File: src/rtl/jpeg_pkg.sv
// Shared constants for the block pipeline (loader, encoder, decoder).
// Provides the element width, the block dimension, the flat block width and
// the state encoding of the loader's launch FSM.
package jpeg_pkg;
  localparam int DATA_W     = 8;
  localparam int N          = 8;
  localparam int BLOCK_BITS = N * N * DATA_W;

  typedef enum logic [1:0] {
    ST_IDLE = 2'd0,
    ST_RUN  = 2'd1,
    ST_GAP  = 2'd2
  } launch_st_e;
endpackage

File: src/rtl/pp_bank.sv
// One half of the ping-pong store: NE elements of EW bits.
// Ports: clk/rst (sync, active high), clr zeroes the whole bank, we/widx/wdata
// write one element, q is the flat read-out (element k at [EW*k +: EW]).
module pp_bank #(
  parameter int EW    = 8,
  parameter int NE    = 64,
  parameter int IDX_W = 6
) (
  input  logic             clk,
  input  logic             rst,
  input  logic             clr,
  input  logic             we,
  input  logic [IDX_W-1:0] widx,
  input  logic [EW-1:0]    wdata,
  output logic [NE*EW-1:0] q
);
  import jpeg_pkg::*;

  always_ff @(posedge clk) begin
    if (rst || clr) begin
      q <= '0;
    end else if (we) begin
      for (int k = 0; k < NE; k++)
        if (widx == IDX_W'(k)) q[k*EW +: EW] <= wdata;
    end
  end
endmodule

File: src/rtl/block_loader.sv
// Collects a serial element stream into NxN blocks, ping-pong buffered, and
// presents each complete block to the encoder as one flat vector.
// Ports:
//   clk, rst                  clock, synchronous active-high reset
//   s_valid/s_data/s_last     element stream in (row-major), optional end marker
//   s_ready                   element accepted when s_valid & s_ready
//   blk_data                  flat block, element k at [DATA_W*k +: DATA_W]
//   blk_en / blk_done         encoder handshake: level enable, held until done
//   err_short                 one-cycle pulse when s_last closes a block early
//   blk_cnt                   blocks released by blk_done (wrapping)
module block_loader #(
  parameter int DATA_W = 8,
  parameter int N      = 8,
  parameter int CNT_W  = 16
) (
  input  logic                  clk,
  input  logic                  rst,
  input  logic                  s_valid,
  input  logic [DATA_W-1:0]     s_data,
  input  logic                  s_last,
  output logic                  s_ready,
  output logic [N*N*DATA_W-1:0] blk_data,
  output logic                  blk_en,
  input  logic                  blk_done,
  output logic                  err_short,
  output logic [CNT_W-1:0]      blk_cnt
);
  import jpeg_pkg::*;

  localparam int NE    = N * N;
  localparam int IDX_W = $clog2(NE);
  localparam int BB    = NE * DATA_W;

  logic [IDX_W-1:0]   idx;
  logic               wbank, rbank;
  logic [1:0]         full;
  launch_st_e         st;
  logic [1:0][BB-1:0] bank_q;
  logic               acc, close, rel;
  logic [1:0]         set_full, clr_full;

  assign s_ready  = ~rst & ~full[wbank];
  assign acc      = s_valid & s_ready;
  assign close    = acc & (s_last | (idx == IDX_W'(NE-1)));
  assign rel      = (st == ST_RUN) & blk_done;
  assign blk_data = bank_q[rbank];

  // A bank is never closed and released on the same edge: closing needs it
  // empty, release needs it full.
  genvar g;
  for (g = 0; g < 2; g++) begin : g_bank
    assign set_full[g] = close & (wbank == 1'(g));
    assign clr_full[g] = rel & (rbank == 1'(g));
    pp_bank #(.EW(DATA_W), .NE(NE), .IDX_W(IDX_W)) u_bank (
      .clk   (clk),
      .rst   (rst),
      .clr   (clr_full[g]),
      .we    (acc & (wbank == 1'(g))),
      .widx  (idx),
      .wdata (s_data),
      .q     (bank_q[g])
    );
  end

  always_ff @(posedge clk) begin
    if (rst) begin
      idx       <= '0;
      wbank     <= 1'b0;
      rbank     <= 1'b0;
      full      <= '0;
      st        <= ST_IDLE;
      blk_en    <= 1'b0;
      err_short <= 1'b0;
      blk_cnt   <= '0;
    end else begin
      err_short <= close & s_last & (idx != IDX_W'(NE-1));
      full      <= (full | set_full) & ~clr_full;

      if (acc) begin
        if (close) begin
          idx   <= '0;
          wbank <= ~wbank;
        end else begin
          idx <= idx + 1'b1;
        end
      end

      case (st)
        ST_IDLE: if (full[rbank]) begin
          st     <= ST_RUN;
          blk_en <= 1'b1;
        end
        ST_RUN: if (blk_done) begin
          st      <= ST_GAP;
          blk_en  <= 1'b0;
          rbank   <= ~rbank;
          blk_cnt <= blk_cnt + 1'b1;
        end
        ST_GAP: st <= ST_IDLE;
        default: begin
          st     <= ST_IDLE;
          blk_en <= 1'b0;
        end
      endcase
    end
  end
endmodule

File: config.mk
export PLATFORM = sky130hd
export DESIGN_NAME = block_loader
export DESIGN_NICKNAME = d
export VERILOG_FILES = /design/src/rtl/jpeg_pkg.sv /design/src/rtl/pp_bank.sv /design/src/rtl/block_loader.sv
export SDC_FILE = /design/constraint.sdc
export NUM_CORES = 2
export LEC_CHECK = 0
export ABC_CLOCK_PERIOD_IN_PS = 2000
export CORE_MARGIN = 3
export CORE_UTILIZATION = 48
export CTS_BUF_LIST = sky130_fd_sc_hd__clkbuf_8 sky130_fd_sc_hd__clkbuf_16
export CTS_CLUSTER_DIAMETER = 150
export DETAILED_ROUTE_END_ITERATION = 10
export HOLD_SLACK_MARGIN = 0.06
export PLACE_DENSITY = 0.81
export SETUP_SLACK_MARGIN = 0.15
export SYNTH_ARGS = -nofsm -noshare
export SYNTH_HDL_FRONTEND = slang
export SYNTH_SLANG_ARGS = --single-unit
File: constraint.sdc
create_clock -name clk -period 2 [get_ports clk]
set_clock_uncertainty 0.05 [all_clocks]
set_input_delay 0.4 -clock clk [delete_from_list [all_inputs] [get_ports clk]]
set_output_delay 0.4 -clock clk [all_outputs]
set_load 0.01 [all_outputs]
==> metrics.md <==
| Metric | Value |
|---|---|
| Synthesized instance count | `roughly 4,300` |
| Largest net degree at the start of global routing | `75` |
| Nets | `between 5,000 and 6,000` |
| Clock slew at reported path FFs | `about 0.060 ns` |
| Critical Path End Type | `primary output` |
| Most common cell in the netlist | `nand3_1` |
| Yosys top cell by area | `dfxtp_1` |
| Clock net sink count | `roughly 1,100` |
| H-tree levels | `3` |
| Hold Crit Class | `in -> reg` |
| # hold bufs at CTS | `0` |
| Reg2Reg Depth | `10` |
| CTS Buffer Depth | `3` |
| Critical R2R Capture | `g_bank[0].u_bank.q[183]` |
| Startpoint Class | `register` |
| First-pass GRT wire length | `215,800 um` |
| Buffers on Ports | `543` |
| Syn nets | `between 4,000 and 5,000` |
| Crit path to | `blk_data[441]` |
| Vias/cell | `just over 6` |
| Final hold violations | `0` |
| Slowest cell on crit path | `dfxtp_4` |
| Critical Path, Cell by Cell | `buf_12 -> buf_16 -> buf_12 -> buf_6 -> clkbuf_16 -> mux2_2 -> buf_2` |
| Fill cells | `approximately 6,000` |
| Slew @ Worst Pin | `about 0.61 ns` |
| Post-synthesis async set-or-reset flop share | `0%` |
| Post-route DRC | `0` |
| CTS buffer count | `104` |
| CTS Root Cell | `clkbuf_16` |
| Post-synth EDFFs | `0` |
| Synthesized area per cell | `roughly 9.5 um2` |
| Die Y | `298.8 um` |
| Via count | `38,686` |
| FP Rows | `106` |
| Crit-path max FO | `7` |
| Pre-CTS WS | `-0.4221 ns` |
| Most used cell, CP | `buf_12` |
| Die W | `298.8 um` |
| FMAX | `between 300 and 400 MHz` |
| Top-area cell type share of the netlist area | `~51%` |
| First-pass DRT Iterations | `6` |
| Min Clock Period, post-route | `2.658 ns` |
| R2r startpoint | `rbank` |
| WL per Instance | `between 20 and 30 um` |
| Synth unique cells | `50` |
| Crit. Startpoint | `rbank` |
| Pleak | `0.02566 uW` |
| Final Setup Violations | `1,554` |
| Worst skew pair latency | `0.65 ns` |
| Max-slew headroom | `59.49%` |
| Antenna-violating nets left | `0` |
| Main flop type after synthesis | `dfxtp_1` |
| DIE AREA | `slightly below 90,000 um2` |
| VDD IR max | `about 0.75 mV` |
| Ports | `approximately 540` |
| Post-synth top cells | `1,123 x nand3_1, 1,054 x dfxtp_1, 997 x o21ai_0` |
| GP Congestion | `approximately 0.85` |
| Overflow after GRT | `0` |
| DP Cell Count | `slightly below 6,000` |
| MaxCap Viol Count | `0` |
| Period utilisation layout | `132.9%` |
| Yosys reg bits | `1,054` |
| Status | `finished, violations left` |
| Initial Utilization | `approximately 49%` |
| Power Dens Cells | `~780 nW/um2` |
| Initial DRC Count | `~4,700` |
| Antenna violations before repair | `7` |
| Post-synthesis cell area | `41,150 um2` |
| CTS tree | `built` |
| Fin Setup TNS | `-475.38 ns` |
| Synth warnings | `0` |
| Non-filler instance count after layout | `6,214` |
| Total Wirelength | `around 160,000 um` |
| P&R area growth vs syn | `35.80%` |
| Worst EP required | `roughly 1.6 ns` |
| Synth area leaders | `dfxtp_1 51%, mux2_2 14%, nand3_1 14%` |
| Flop-to-flop setup slack | `-0.46 ns` |
| Worst setup margin | `-0.6576 ns` |
| Slew Viols, Final | `0` |
| Violated checks | `negative setup slack` |
| Core area | `84,350 um2` |
| Unrepaired setup endpoints after global routing | `true` |
| GRT Util Overall | `between 30% and 40%` |
| Slowest stage delay, CP | `between 0.3 and 0.4 ns` |
| Sequential area share after synthesis | `about half` |
| Vias in the first global route | `about 36,000` |
| Fraction of layout cells with a size suffix above 1 | `about 28%` |
| Worst setup path class | `reg -> out` |
| DP HPWL | `roughly 93,000 um` |
| Arr. time, crit path | `about 2.2 ns` |
layer usage:
metal	share of wire, %	global-route usage [%]
met4	6.9	17.53
met5	0	0
met3	10	5.020
met1	37	38.49
met2	46	50.68
worst min path at each step:
stage,from,end,slack (ns),cells past startpoint
final,rst,wbank,0.32,3
after global routing,rst,wbank,0.33,3
after CTS,rst,wbank,0.26,3
after detailed placement,g_bank[0].u_bank.q[402],g_bank[0].u_bank.q[402],0.40,2
after global placement,g_bank[1].u_bank.q[189],g_bank[1].u_bank.q[189],0.39,2
after floorplan,g_bank[1].u_bank.q[210],g_bank[1].u_bank.q[210],0.38,2
power by group:
part	switching [uW]	total (uW)	internal, uW
logic	1560	2370	808
registers	18.6	21000	21000
clock network	8650	20200	11500
total	10200	43600	33300
per-stage QoR:
| step | hold WS, ns | cell area (um2) | utilization, % | power (uW) |
|---|---|---|---|---|
| floorplan | 0.3837 | 41150 | - | 22400 |
| global placement | 0.3901 | 50070 | 59.36 | 23540 |
| detailed placement | 0.3973 | 50070 | 59.36 | 23550 |
| CTS | 0.2576 | 53690 | 63.65 | 43210 |
| global route | 0.3334 | 55870 | 66.24 | 44410 |
| finish | 0.3233 | 55880 | 66.25 | 43550 |
cells by family (layout without fill, tap and decap cells):
group / Yosys count / in the layout / synth area share (%)
AND/OR/NAND/NOR: 1264 / 1264 / 16.26
flip-flops: 1054 / 1054 / 51.28
AO/OA/AOI/OAI: 1046 / 1046 / 12.79
multiplexers: 514 / 514 / 14.06
buffers and inverters: 450 / 1175 / 5.123
XOR/XNOR: 16 / 16 / 0.3406
adder cells (fa/ha/maj): 5 / 5 / 0.1520
other: 0 / 6 / 0
placed cells by master (no fill, tap or decap), types with 8 or more instances in the layout:
cell	instances
and3b_1	9
clkinv_2	22
xnor2_1	8
clkbuf_16	129
nand2_1	10
dlygate4sd2_1	19
o21ai_1	31
mux2_2	362
clkbuf_8	18
nand3_2	30
buf_2	16
buf_16	12
buf_6	131
buf_8	10
a21oi_1	10
bufinv_16	10
buf_4	259
nor2_1	20
nand3_1	1123
buf_12	116
clkbuf_2	105
nand2_4	11
dfxtp_1	1053
inv_1	23
mux2_4	150
xor2_1	8
o21ai_0	997
clkdlybuf4s50_1	29
dlymetal6s2s_1	252
cell type report:
| class | count | area, um2 | area share [%] |
|---|---|---|---|
| flip-flops and latches | 1054 | 21100 | 37.77 |
| multi-input cells | 2845 | 18650 | 33.37 |
| repair buffers | 983 | 11160 | 19.97 |
| clock buffers | 122 | 2850 | 5.101 |
| well taps | 1134 | 1419 | 2.539 |
| clock inverters | 64 | 660.6 | 1.182 |
| inverters | 6 | 22.52 | 0.04030 |
| diodes | 6 | 15.01 | 0.02687 |
sequential cells by signal, summed over array words and instances (netlist names):
signal / flops
g_bank.u_bank.q: 1024
blk_cnt: 16
idx: 6
full: 2
st: 2
blk_en: 1
err_short: 1
rbank: 1
wbank: 1
worst max-delay path: cells and delay by family (launching register included):
family / cells / cell delay [ns]
multiplexers: 1 / 0.35
flip-flops: 1 / 0.37
buffers and inverters: 6 / 0.83
what timing repair did:
item                                    4_1_cts  5_1_grt
pin swaps                                     0        0
endpoints found under the setup margin     1460     1565
cloned                                        3       32
endpoints found under the hold margin         0        0
buffers inserted                              3       51
resized for setup                           132     1141
(Power assumes the default switching activity.)
